**config.mk**
```make
export PLATFORM = sky130hd
export DESIGN_NAME = inst_fetch_ctrl
export DESIGN_NICKNAME = d
export VERILOG_FILES = /design/src/rtl/inst_fetch_ctrl_pkg.sv /design/src/rtl/inst_fetch_ctrl_pc_queue.sv /design/src/rtl/inst_fetch_ctrl.sv
export SDC_FILE = /design/constraint.sdc
export NUM_CORES = 1
export LEC_CHECK = 0
export ABC_AREA = 1
export CAP_MARGIN = 20
export CORE_ASPECT_RATIO = 0.75
export CORE_UTILIZATION = 47
export DETAILED_ROUTE_END_ITERATION = 10
export PLACE_DENSITY = 0.86
export SLEW_MARGIN = 15
export SYNTH_ARGS = -nofsm -noshare
export SYNTH_HDL_FRONTEND = slang
export SYNTH_HIERARCHICAL = 1
export SYNTH_SLANG_ARGS = --single-unit
```
**constraint.sdc**
```tcl
create_clock -name clk -period 3.7 [get_ports clk]
set_clock_uncertainty 0.05 [all_clocks]
set_input_delay 0.74 -clock clk [delete_from_list [all_inputs] [get_ports clk]]
set_output_delay 0.74 -clock clk [all_outputs]
set_load 0.05 [all_outputs]
```
**src/rtl/inst_fetch_ctrl_pkg.sv**
```systemverilog
// Shared definitions for the instruction fetch controller: queue entry layout,
// FSM encoding and the boot PC.
package inst_fetch_ctrl_pkg;

    localparam int ENTRY_WIDTH = 68;

    localparam int INST_LSB   = 0;
    localparam int PC_LSB     = 32;
    localparam int EXC_ADEL   = 64;
    localparam int EXC_BUSERR = 65;

    localparam logic [31:0] RESET_PC = 32'hbfc00000;

    localparam logic [1:0] ST_RUN        = 2'd0;
    localparam logic [1:0] ST_ALIGN_WAIT = 2'd1;
    localparam logic [1:0] ST_HALT       = 2'd2;

    // Builds one instruction queue entry; the top two bits are reserved zero.
    function automatic logic [ENTRY_WIDTH-1:0] make_entry(
        input logic        bus_err,
        input logic        adel,
        input logic [31:0] pc,
        input logic [31:0] inst
    );
        logic [ENTRY_WIDTH-1:0] e;
        e                  = '0;
        e[INST_LSB +: 32]  = inst;
        e[PC_LSB +: 32]    = pc;
        e[EXC_ADEL]        = adel;
        e[EXC_BUSERR]      = bus_err;
        return e;
    endfunction

endpackage

```
**src/rtl/inst_fetch_ctrl_pc_queue.sv**
```systemverilog
// PC tag FIFO: remembers the address of every live in-flight fetch so the
// in-order response can be tagged with it. Head is valid combinationally.
module fetch_pc_queue #(
    parameter int DEPTH = 4,
    parameter int WIDTH = 32
) (
    input  logic             clk,
    input  logic             i_reset,
    input  logic             i_clear,
    input  logic             i_push,
    input  logic [WIDTH-1:0] i_push_data,
    input  logic             i_pop,
    output logic [WIDTH-1:0] o_head
);

    localparam int PW = (DEPTH > 1) ? $clog2(DEPTH) : 1;
    localparam int CW = $clog2(DEPTH + 1);

    logic [WIDTH-1:0] r_mem [DEPTH];
    logic [PW-1:0]    r_wr_ptr;
    logic [PW-1:0]    r_rd_ptr;
    logic [CW-1:0]    r_count;
    logic             w_do_push;
    logic             w_do_pop;

    assign w_do_push = i_push && (r_count != CW'(DEPTH));
    assign w_do_pop  = i_pop && (r_count != '0);
    assign o_head    = r_mem[r_rd_ptr];

    always_ff @(posedge clk) begin
        if (i_reset || i_clear) begin
            r_wr_ptr <= '0;
            r_rd_ptr <= '0;
            r_count  <= '0;
        end else begin
            if (w_do_push) r_wr_ptr <= (r_wr_ptr == PW'(DEPTH - 1)) ? '0 : r_wr_ptr + 1'b1;
            if (w_do_pop)  r_rd_ptr <= (r_rd_ptr == PW'(DEPTH - 1)) ? '0 : r_rd_ptr + 1'b1;
            if (w_do_push && !w_do_pop)      r_count <= r_count + 1'b1;
            else if (w_do_pop && !w_do_push) r_count <= r_count - 1'b1;
        end
    end

    // NOTE: storage is not reset; the pointers and count alone define validity.
    always_ff @(posedge clk) begin
        if (w_do_push) r_mem[r_wr_ptr] <= i_push_data;
    end

endmodule

```
**src/rtl/inst_fetch_ctrl.sv**
```systemverilog
// Instruction fetch producer: sequential PC generation, in-order I-cache
// requests, credit-based writes into the instruction queue, redirect flushing.
module inst_fetch_ctrl
    import inst_fetch_ctrl_pkg::*;
#(
    parameter int          FIFO_WIDTH      = ENTRY_WIDTH,
    parameter int          BUFFER_DEPTH    = 32,
    parameter int          MAX_OUTSTANDING = 4,
    parameter logic [31:0] RESET_PC        = inst_fetch_ctrl_pkg::RESET_PC
) (
    input  logic                  clk,
    input  logic                  i_reset,
    input  logic                  i_redirect_valid,
    input  logic [31:0]           i_redirect_pc,
    output logic                  o_ireq_valid,
    input  logic                  i_ireq_ready,
    output logic [31:0]           o_ireq_addr,
    input  logic                  i_iresp_valid,
    input  logic [31:0]           i_iresp_data,
    input  logic                  i_iresp_err,
    input  logic                  i_fifo_rd,
    output logic                  o_fifo_wr,
    output logic [FIFO_WIDTH-1:0] o_fifo_din,
    output logic                  o_fifo_flush
);

    localparam int CRW = $clog2(BUFFER_DEPTH);
    localparam int OW  = $clog2(MAX_OUTSTANDING + 1);
    localparam logic [CRW-1:0] CREDIT_MAX = CRW'(BUFFER_DEPTH - 1);

    logic [31:0]    r_pc;
    logic [CRW-1:0] r_credits;
    logic [OW-1:0]  r_outstanding;
    logic [OW-1:0]  r_drop_cnt;
    logic [1:0]     r_state;

    logic           w_run_ok;
    logic           w_issue_ok;
    logic           w_issue;
    logic           w_resp_live;
    logic           w_resp_drop;
    logic           w_align_wr;
    logic           w_consume;
    logic [OW:0]    w_inflight;
    logic [CRW-1:0] w_credits_next;
    logic [31:0]    w_head_pc;

    // Stale responses still occupy the I-cache pipeline, so they count toward the limit.
    assign w_run_ok    = !i_reset && !i_redirect_valid;
    assign w_inflight  = {1'b0, r_outstanding} + {1'b0, r_drop_cnt};
    assign w_issue_ok  = w_run_ok && (r_state == ST_RUN) && (r_pc[1:0] == 2'b00)
                         && (r_credits != '0) && (w_inflight < (OW+1)'(MAX_OUTSTANDING));
    assign w_issue     = w_issue_ok && i_ireq_ready;
    assign w_resp_live = w_run_ok && i_iresp_valid && (r_drop_cnt == '0);
    assign w_resp_drop = i_iresp_valid && (r_drop_cnt != '0);
    assign w_align_wr  = w_run_ok && (r_state == ST_ALIGN_WAIT) && (r_outstanding == '0)
                         && (r_drop_cnt == '0) && (r_credits != '0);
    assign w_consume   = w_issue || w_align_wr;

    assign o_ireq_valid = w_issue_ok;
    assign o_ireq_addr  = r_pc;
    assign o_fifo_flush = i_redirect_valid;
    assign o_fifo_wr    = w_resp_live || w_align_wr;
    assign o_fifo_din   = w_resp_live ? make_entry(i_iresp_err, 1'b0, w_head_pc, i_iresp_data)
                                      : make_entry(1'b0, 1'b1, r_pc, 32'h0);

    always_comb begin
        w_credits_next = r_credits;
        if (i_fifo_rd && !w_consume && (r_credits != CREDIT_MAX))
            w_credits_next = r_credits + 1'b1;
        else if (!i_fifo_rd && w_consume)
            w_credits_next = r_credits - 1'b1;
    end

    always_ff @(posedge clk) begin
        if (i_reset) begin
            r_pc          <= RESET_PC;
            r_credits     <= CREDIT_MAX;
            r_outstanding <= '0;
            r_drop_cnt    <= '0;
            r_state       <= ST_RUN;
        end else if (i_redirect_valid) begin
            // Everything still in flight becomes stale; a response in this cycle retires one.
            r_pc          <= i_redirect_pc;
            r_credits     <= CREDIT_MAX;
            r_outstanding <= '0;
            r_drop_cnt    <= r_drop_cnt + r_outstanding - OW'(i_iresp_valid);
            r_state       <= ST_RUN;
        end else begin
            if (w_issue) r_pc <= r_pc + 32'd4;
            r_credits     <= w_credits_next;
            r_outstanding <= r_outstanding + OW'(w_issue) - OW'(w_resp_live);
            r_drop_cnt    <= r_drop_cnt - OW'(w_resp_drop);
            case (r_state)
                ST_RUN:        if (r_pc[1:0] != 2'b00) r_state <= ST_ALIGN_WAIT;
                ST_ALIGN_WAIT: if (w_align_wr) r_state <= ST_HALT;
                default:       r_state <= ST_HALT;
            endcase
        end
    end

    fetch_pc_queue #(
        .DEPTH (MAX_OUTSTANDING),
        .WIDTH (32)
    ) u_pc_queue (
        .clk         (clk),
        .i_reset     (i_reset),
        .i_clear     (i_redirect_valid),
        .i_push      (w_issue),
        .i_push_data (r_pc),
        .i_pop       (w_resp_live),
        .o_head      (w_head_pc)
    );

endmodule

```
==> impl_metrics.json, run 1 <==
{
  "rsz0062_at_grt": "false",
  "period_needed_ns": 3.58,
  "core-area_um2": 18600,
  "fin_util_pct": 65.3,
  "fin_nets": 1259,
  "antenna_left": 0,
  "run_status": "complete, no violations",
  "cap_violations": 0,
  "rows": 43,
  "syn2layout_area_growth_pct": 35.4,
  "final_area_um2": 12200,
  "yosys.area.top_type_share_pct": 42.8,
  "syn_area_per_cell_um2": 8.97,
  "antenna_found_initial": 0,
  "finalCritPeriodShare_pct": 96.7,
  "cp.arrival_ns": 2.79,
  "mostFrequentLayoutCells": "nand2_1, nor2_1, edfxtp_1",
  "cts-resized-gates": 0,
  "num-fill-cells": 1385,
  "n_antenna_cell": 0,
  "wl_per_cell_um": 17.8,
  "relSlewSlack_pct": 53.7,
  "final_common_cell": "nand2_1",
  "grt_overflow": 0,
  "min_path_type": "reg2reg",
  "cp.required_ns": 2.91,
  "end_kind": "output port",
  "max_freq_ghz": 0.279,
  "synth_seq_area_share_pct": 54.8,
  "setup_viol": 0,
  "postCtsSetupBuffers": 0,
  "leakagePower_nw": 4.83,
  "io_buffers": 171,
  "synth_top_area_cell": "edfxtp_1",
  "grtUsageMet3_pct": 7.35,
  "path_clk_slew_ns": 0.06,
  "critPathKind": "in2out",
  "met2_usage_pct": 44.8,
  "ys_seq_elements": 182,
  "grt_usage_pct": 26.5,
  "worst_setup_path_start_kind": "primary input",
  "fin_hold_ws_ns": 0.411,
  "initial_core_util_pct": 48.3,
  "grt_pass1_vias": 7840,
  "grt_start_max_net_pins": 65,
  "clk_latency_ns": 0.44,
  "power.total_mw": 5.12,
  "cpPeakStageDelay_ns": 0.51,
  "clockBufferDepth": 2,
  "drc_errors": 0,
  "top_usage_layer": "met2",
  "ios": 174,
  "gp_congestion": 0.921,
  "htreeDepth": 4,
  "dieArea_um2": 19700,
  "peakVddDrop_v": 0.000241,
  "cp_slowest_cell": "clkdlybuf4s50_1",
  "drt_iter0_drc": 836,
  "cts_tree": "done",
  "tightest_slew_ns": 0.694,
  "post_dp_cell_area_um2": 11600,
  "drt_wl_total_um": 25300,
  "drtPass1Iterations": 5,
  "finalMaxSlewViolations": 0,
  "path_common_cell": "buf_12",
  "drive_above_1_share_pct": 11.8,
  "yosysUniqueCellTypes": 40,
  "dp_hpwl_um": 17000,
  "cts_buffers": 17,
  "vias": 7950,
  "synth_area_um2": 8980,
  "use_met1_pct": 32.5,
  "die_w_um": 162,
  "p_per_area_nw_per_um2": 421,
  "fin_setup_tns_ns": 0,
  "path_max_fanout": 61,
  "grt_pass1_wl_um": 39800,
  "synth_warnings": 6,
  "ys_top_cells_by_area": "edfxtp_1, dfxtp_1, nand2_1",
  "syn_inst": 1001,
  "worstPathCellList": "clkdlybuf4s50_1, nor2_8, inv_1, nor3_4, buf_12, nand2_1, o21ai_0, buf_12",
  "cts_sinks": 182,
  "hold_buffers": 0,
  "via_per_inst": 5.58,
  "die_h_um": 122,
  "ctsRootBufferMaster": "clkbuf_16",
  "hold_viol_final": 0
}
==> cells by family (layout without fill, tap and decap cells) <==
logic type	Yosys count	count (layout)	share of synthesized area (%)
AND/OR/NAND/NOR	424	424	19.9
flip-flops	182	182	54.8
AO/OA/AOI/OAI	180	180	10.8
buffers and inverters	166	342	8.47
XOR/XNOR	25	25	2.44
adder cells (fa/ha/maj)	23	23	3.54
other	1	2	0.0417
==> metal layers <==
layer  up-vias  part of all wire [%]
met5         -                     0
met1      3718                    38
met3        63                    11
met2       513                    48
li1       3656                     -
met4         0                   2.3
==> report_power, final <==
part | leakage (nW) | switching, mW | internal, mW
clock network | 0.293 | 0.820 | 1.04
registers | 1.61 | 0.0759 | 2.23
logic | 2.93 | 0.565 | 0.389
==> sequential cells by signal, indices dropped and copies added, names as in the netlist, named ones only <==
signal,cells
r_outstanding,3
u_pc_queue/r_wr_ptr,2
u_pc_queue/r_mem,128
u_pc_queue/r_count,3
r_state,2
u_pc_queue/r_rd_ptr,2
r_credits,5
o_ireq_addr,32
r_drop_cnt,3
==> metrics by stage <==
step | std cells | worst slack [ns]
global placement | 1393 | 0.224
floorplan | 1002 | 0.0675
global route | 1425 | 0.0211
detailed placement | 1393 | 0.112
CTS | 1425 | 0.127
finish | 1425 | 0.121
==> final cells by class <==
| cell class | count | area (um2) | share of cell area [%] |
|---|---|---|---|
| flip-flops and latches | 182 | 4930 | 40.5 |
| inverters | 122 | 467 | 3.84 |
| clock inverters | 13 | 160 | 1.32 |
| repair buffers | 188 | 2540 | 20.9 |
| clock buffers | 19 | 443 | 3.64 |
| well taps | 247 | 309 | 2.54 |
| multi-input cells | 654 | 3310 | 27.2 |
==> worst paths after layout <==
path	from	to	slack [ns]	cells past startpoint
worst max-delay path	i_redirect_valid	o_fifo_din[52]	0.12	8
worst min-delay path	r_credits[4]	r_credits[4]	0.41	2
worst max register to register	r_outstanding[1]	r_outstanding[2]	0.71	13
worst min register to register	r_credits[4]	r_credits[4]	0.41	2
==> Yosys cell counts (all sizes together) <==
cell type and n:
clkinv 1, a22oi 1, o211ai 4, conb 1, o22ai 32, nand4 7
nor3 16, nor4 2, nand3b 2, fa 4, inv 121, o21ai 109
clkbuf 14, a21oi 24, ha 19, xor2 23, nand3 52, o221ai 1
dfxtp 54, nor2 159, edfxtp 128, or2 3, nor3b 2, a21o 1
xnor2 2, buf 30, nand2 181, a31oi 8
==> worst max-delay path, delay by kind of cell <==
family | cells | cell delay [ns]
compound gates | 1 | 0.23
simple gates | 3 | 0.62
buf+inv | 4 | 1.18
No activity file was read; power rests on OpenSTA's default activity.
==> run 2, diff against run 1 <==
CORE_MARGIN = 2   (was not set)
==> impl_metrics.json, run 2 (synthesis results as in run 1) <==
{
  "power.switching_mw": 1.40,
  "fin_nets": 1261,
  "htreeDepth": 4,
  "path_max_fanout": 26,
  "worst_slack_ns": 0.298,
  "combPwrFrac_pct": 19.1,
  "num-fill-cells": 1384,
  "finalCritPeriodShare_pct": 92.0,
  "mostFrequentLayoutCells": "nand2_1, nor2_1, edfxtp_1",
  "antenna_left": 0,
  "drt_wl_total_um": 25400,
  "dp_cells": 1395,
  "dpl_worst_slack_ns": 0.281,
  "final_common_cell": "nand2_1",
  "min_path_cells": 2,
  "period_needed_ns": 3.40,
  "worst_setup_path_start_kind": "primary input",
  "intPower_mw": 3.59,
  "r2r-start": "r_outstanding[1]",
  "drt_iter0_drc": 1084,
  "drive_above_1_share_pct": 11.9,
  "cap_violations": 0,
  "via_per_inst": 5.62,
  "postCtsSetupBuffers": 0,
  "dieArea_um2": 20200,
  "wl_per_cell_um": 17.8,
  "initial_core_util_pct": 48.3,
  "core-area_um2": 18600,
  "p_per_area_nw_per_um2": 411,
  "rsz0062_at_grt": "false",
  "grt_pass1_wl_um": 39000,
  "rr_worst_depth": 18,
  "hold_path_end": "r_credits[4]",
  "drc_errors": 0,
  "final_cells": 1427,
  "grt_overflow": 0,
  "largest_reg_flops": 128,
  "grt_pass1_vias": 7834,
  "rr_endpoint": "u_pc_queue/r_count[2]",
  "n_antenna_cell": 0,
  "relSlewSlack_pct": 49.7,
  "die_w_um": 164,
  "cp.required_ns": 2.91,
  "cts_tree": "done",
  "tightest_slew_ns": 0.754,
  "finalMaxSlewViolations": 0,
  "ios": 174,
  "io_buffers": 171,
  "r2r_slack_ns": 0.76,
  "cts_sinks": 182,
  "grt_start_max_net_pins": 65,
  "fin_setup_tns_ns": 0,
  "hold_viol_final": 0,
  "cp.arrival_ns": 2.61,
  "leakagePower_nw": 4.82,
  "syn2layout_area_growth_pct": 35.1,
  "regMostFlops": "u_pc_queue/r_mem",
  "critPathKind": "in2out",
  "gp_congestion": 0.938,
  "min_path_type": "reg2reg",
  "setup_viol": 0,
  "die_h_um": 124,
  "cts-resized-gates": 0,
  "clk_latency_ns": 0.44,
  "power.total_mw": 4.99,
  "hold_buffers": 0,
  "ctsRootBufferMaster": "clkbuf_16",
  "pwr-share-seq_pct": 46.3,
  "run_status": "complete, no violations",
  "vias": 8023,
  "clockPowerShare_pct": 34.6,
  "end_kind": "output port",
  "path_clk_slew_ns": 0.07,
  "peakVddDrop_v": 0.000274,
  "grt_usage_pct": 25.3,
  "antenna_found_initial": 1,
  "drtPass1Iterations": 6,
  "max_freq_ghz": 0.294,
  "rows": 43,
  "worstHoldStart": "r_credits[4]",
  "fin_util_pct": 65.2,
  "dp_hpwl_um": 17400,
  "clockBufferDepth": 2,
  "switching_share_pct": 28.0,
  "cts_buffers": 17
}
[run 2: cell types whose count changed in the layout (fill, tap and decap cells not counted), sizes merged]
cell,previous run,this run
inv,128,122
clkbuf,19,23
clkinvlp,1,4
buf,86,88
bufinv,2,0
clkinv,4,5
[run 2: how the worst max path moves through the flow]
stage,slack (ns),end,depth (start not counted),start
final,0.30,o_fifo_din[55],8,i_redirect_valid
after detailed placement,0.28,r_outstanding[2],12,i_redirect_valid
after floorplan,0.07,u_pc_queue/r_mem[0][0],9,i_redirect_valid
after global routing,0.17,o_fifo_din[45],8,i_redirect_valid
after CTS,0.30,o_fifo_din[40],8,i_redirect_valid
after global placement,0.34,o_fifo_din[62],8,i_redirect_valid
[run 2: final cells by class]
type / instances / area [um2] / area share (%)
multi-input combinational: 654 / 3310 / 27.3
inverter: 122 / 467 / 3.85
clock buffer: 23 / 509 / 4.20
tap: 247 / 309 / 2.55
timing repair buffer: 190 / 2540 / 21.0
sequential: 182 / 4930 / 40.6
clock inverter: 9 / 66.3 / 0.547
[run 2: per-layer routing]
metal | global-route usage (%) | vias up | routed length, um | part of all wire, %
li1 | - | 3668 | - | -
met2 | 41.2 | 537 | 11900 | 47
met1 | 30.7 | 3732 | 9370 | 37
met3 | 9.09 | 84 | 3360 | 13
met4 | 10.9 | 2 | 772 | 3.0
met5 | 0 | - | 13 | 0.051
[run 2: worst max-delay path, cell delays in order]
cell,delay (ns)
clkdlybuf4s50_1,0.50
nor2_8,0.19
inv_1,0.11
nor3_4,0.23
buf_4,0.31
nand2_1,0.10
o21ai_0,0.21
buf_12,0.20
[run 2: power by group through the flow]
stage / Clock (mW) / Sequential (mW) / Combinational (mW)
finish: 1.73 / 2.31 / 0.954
global placement: 0 / 2.34 / 0.925
detailed placement: 0 / 2.35 / 0.945
floorplan: 0 / 2.41 / 0.441
global route: 1.81 / 2.31 / 1.01
CTS: 1.73 / 2.31 / 0.951
[run 2: per-stage QoR]
step | instance area (um2) | hold WS (ns)
CTS | 12100 | 0.433
global placement | 11600 | 0.392
finish | 12100 | 0.441
global route | 12100 | 0.450
floorplan | 8990 | 0.379
detailed placement | 11600 | 0.411
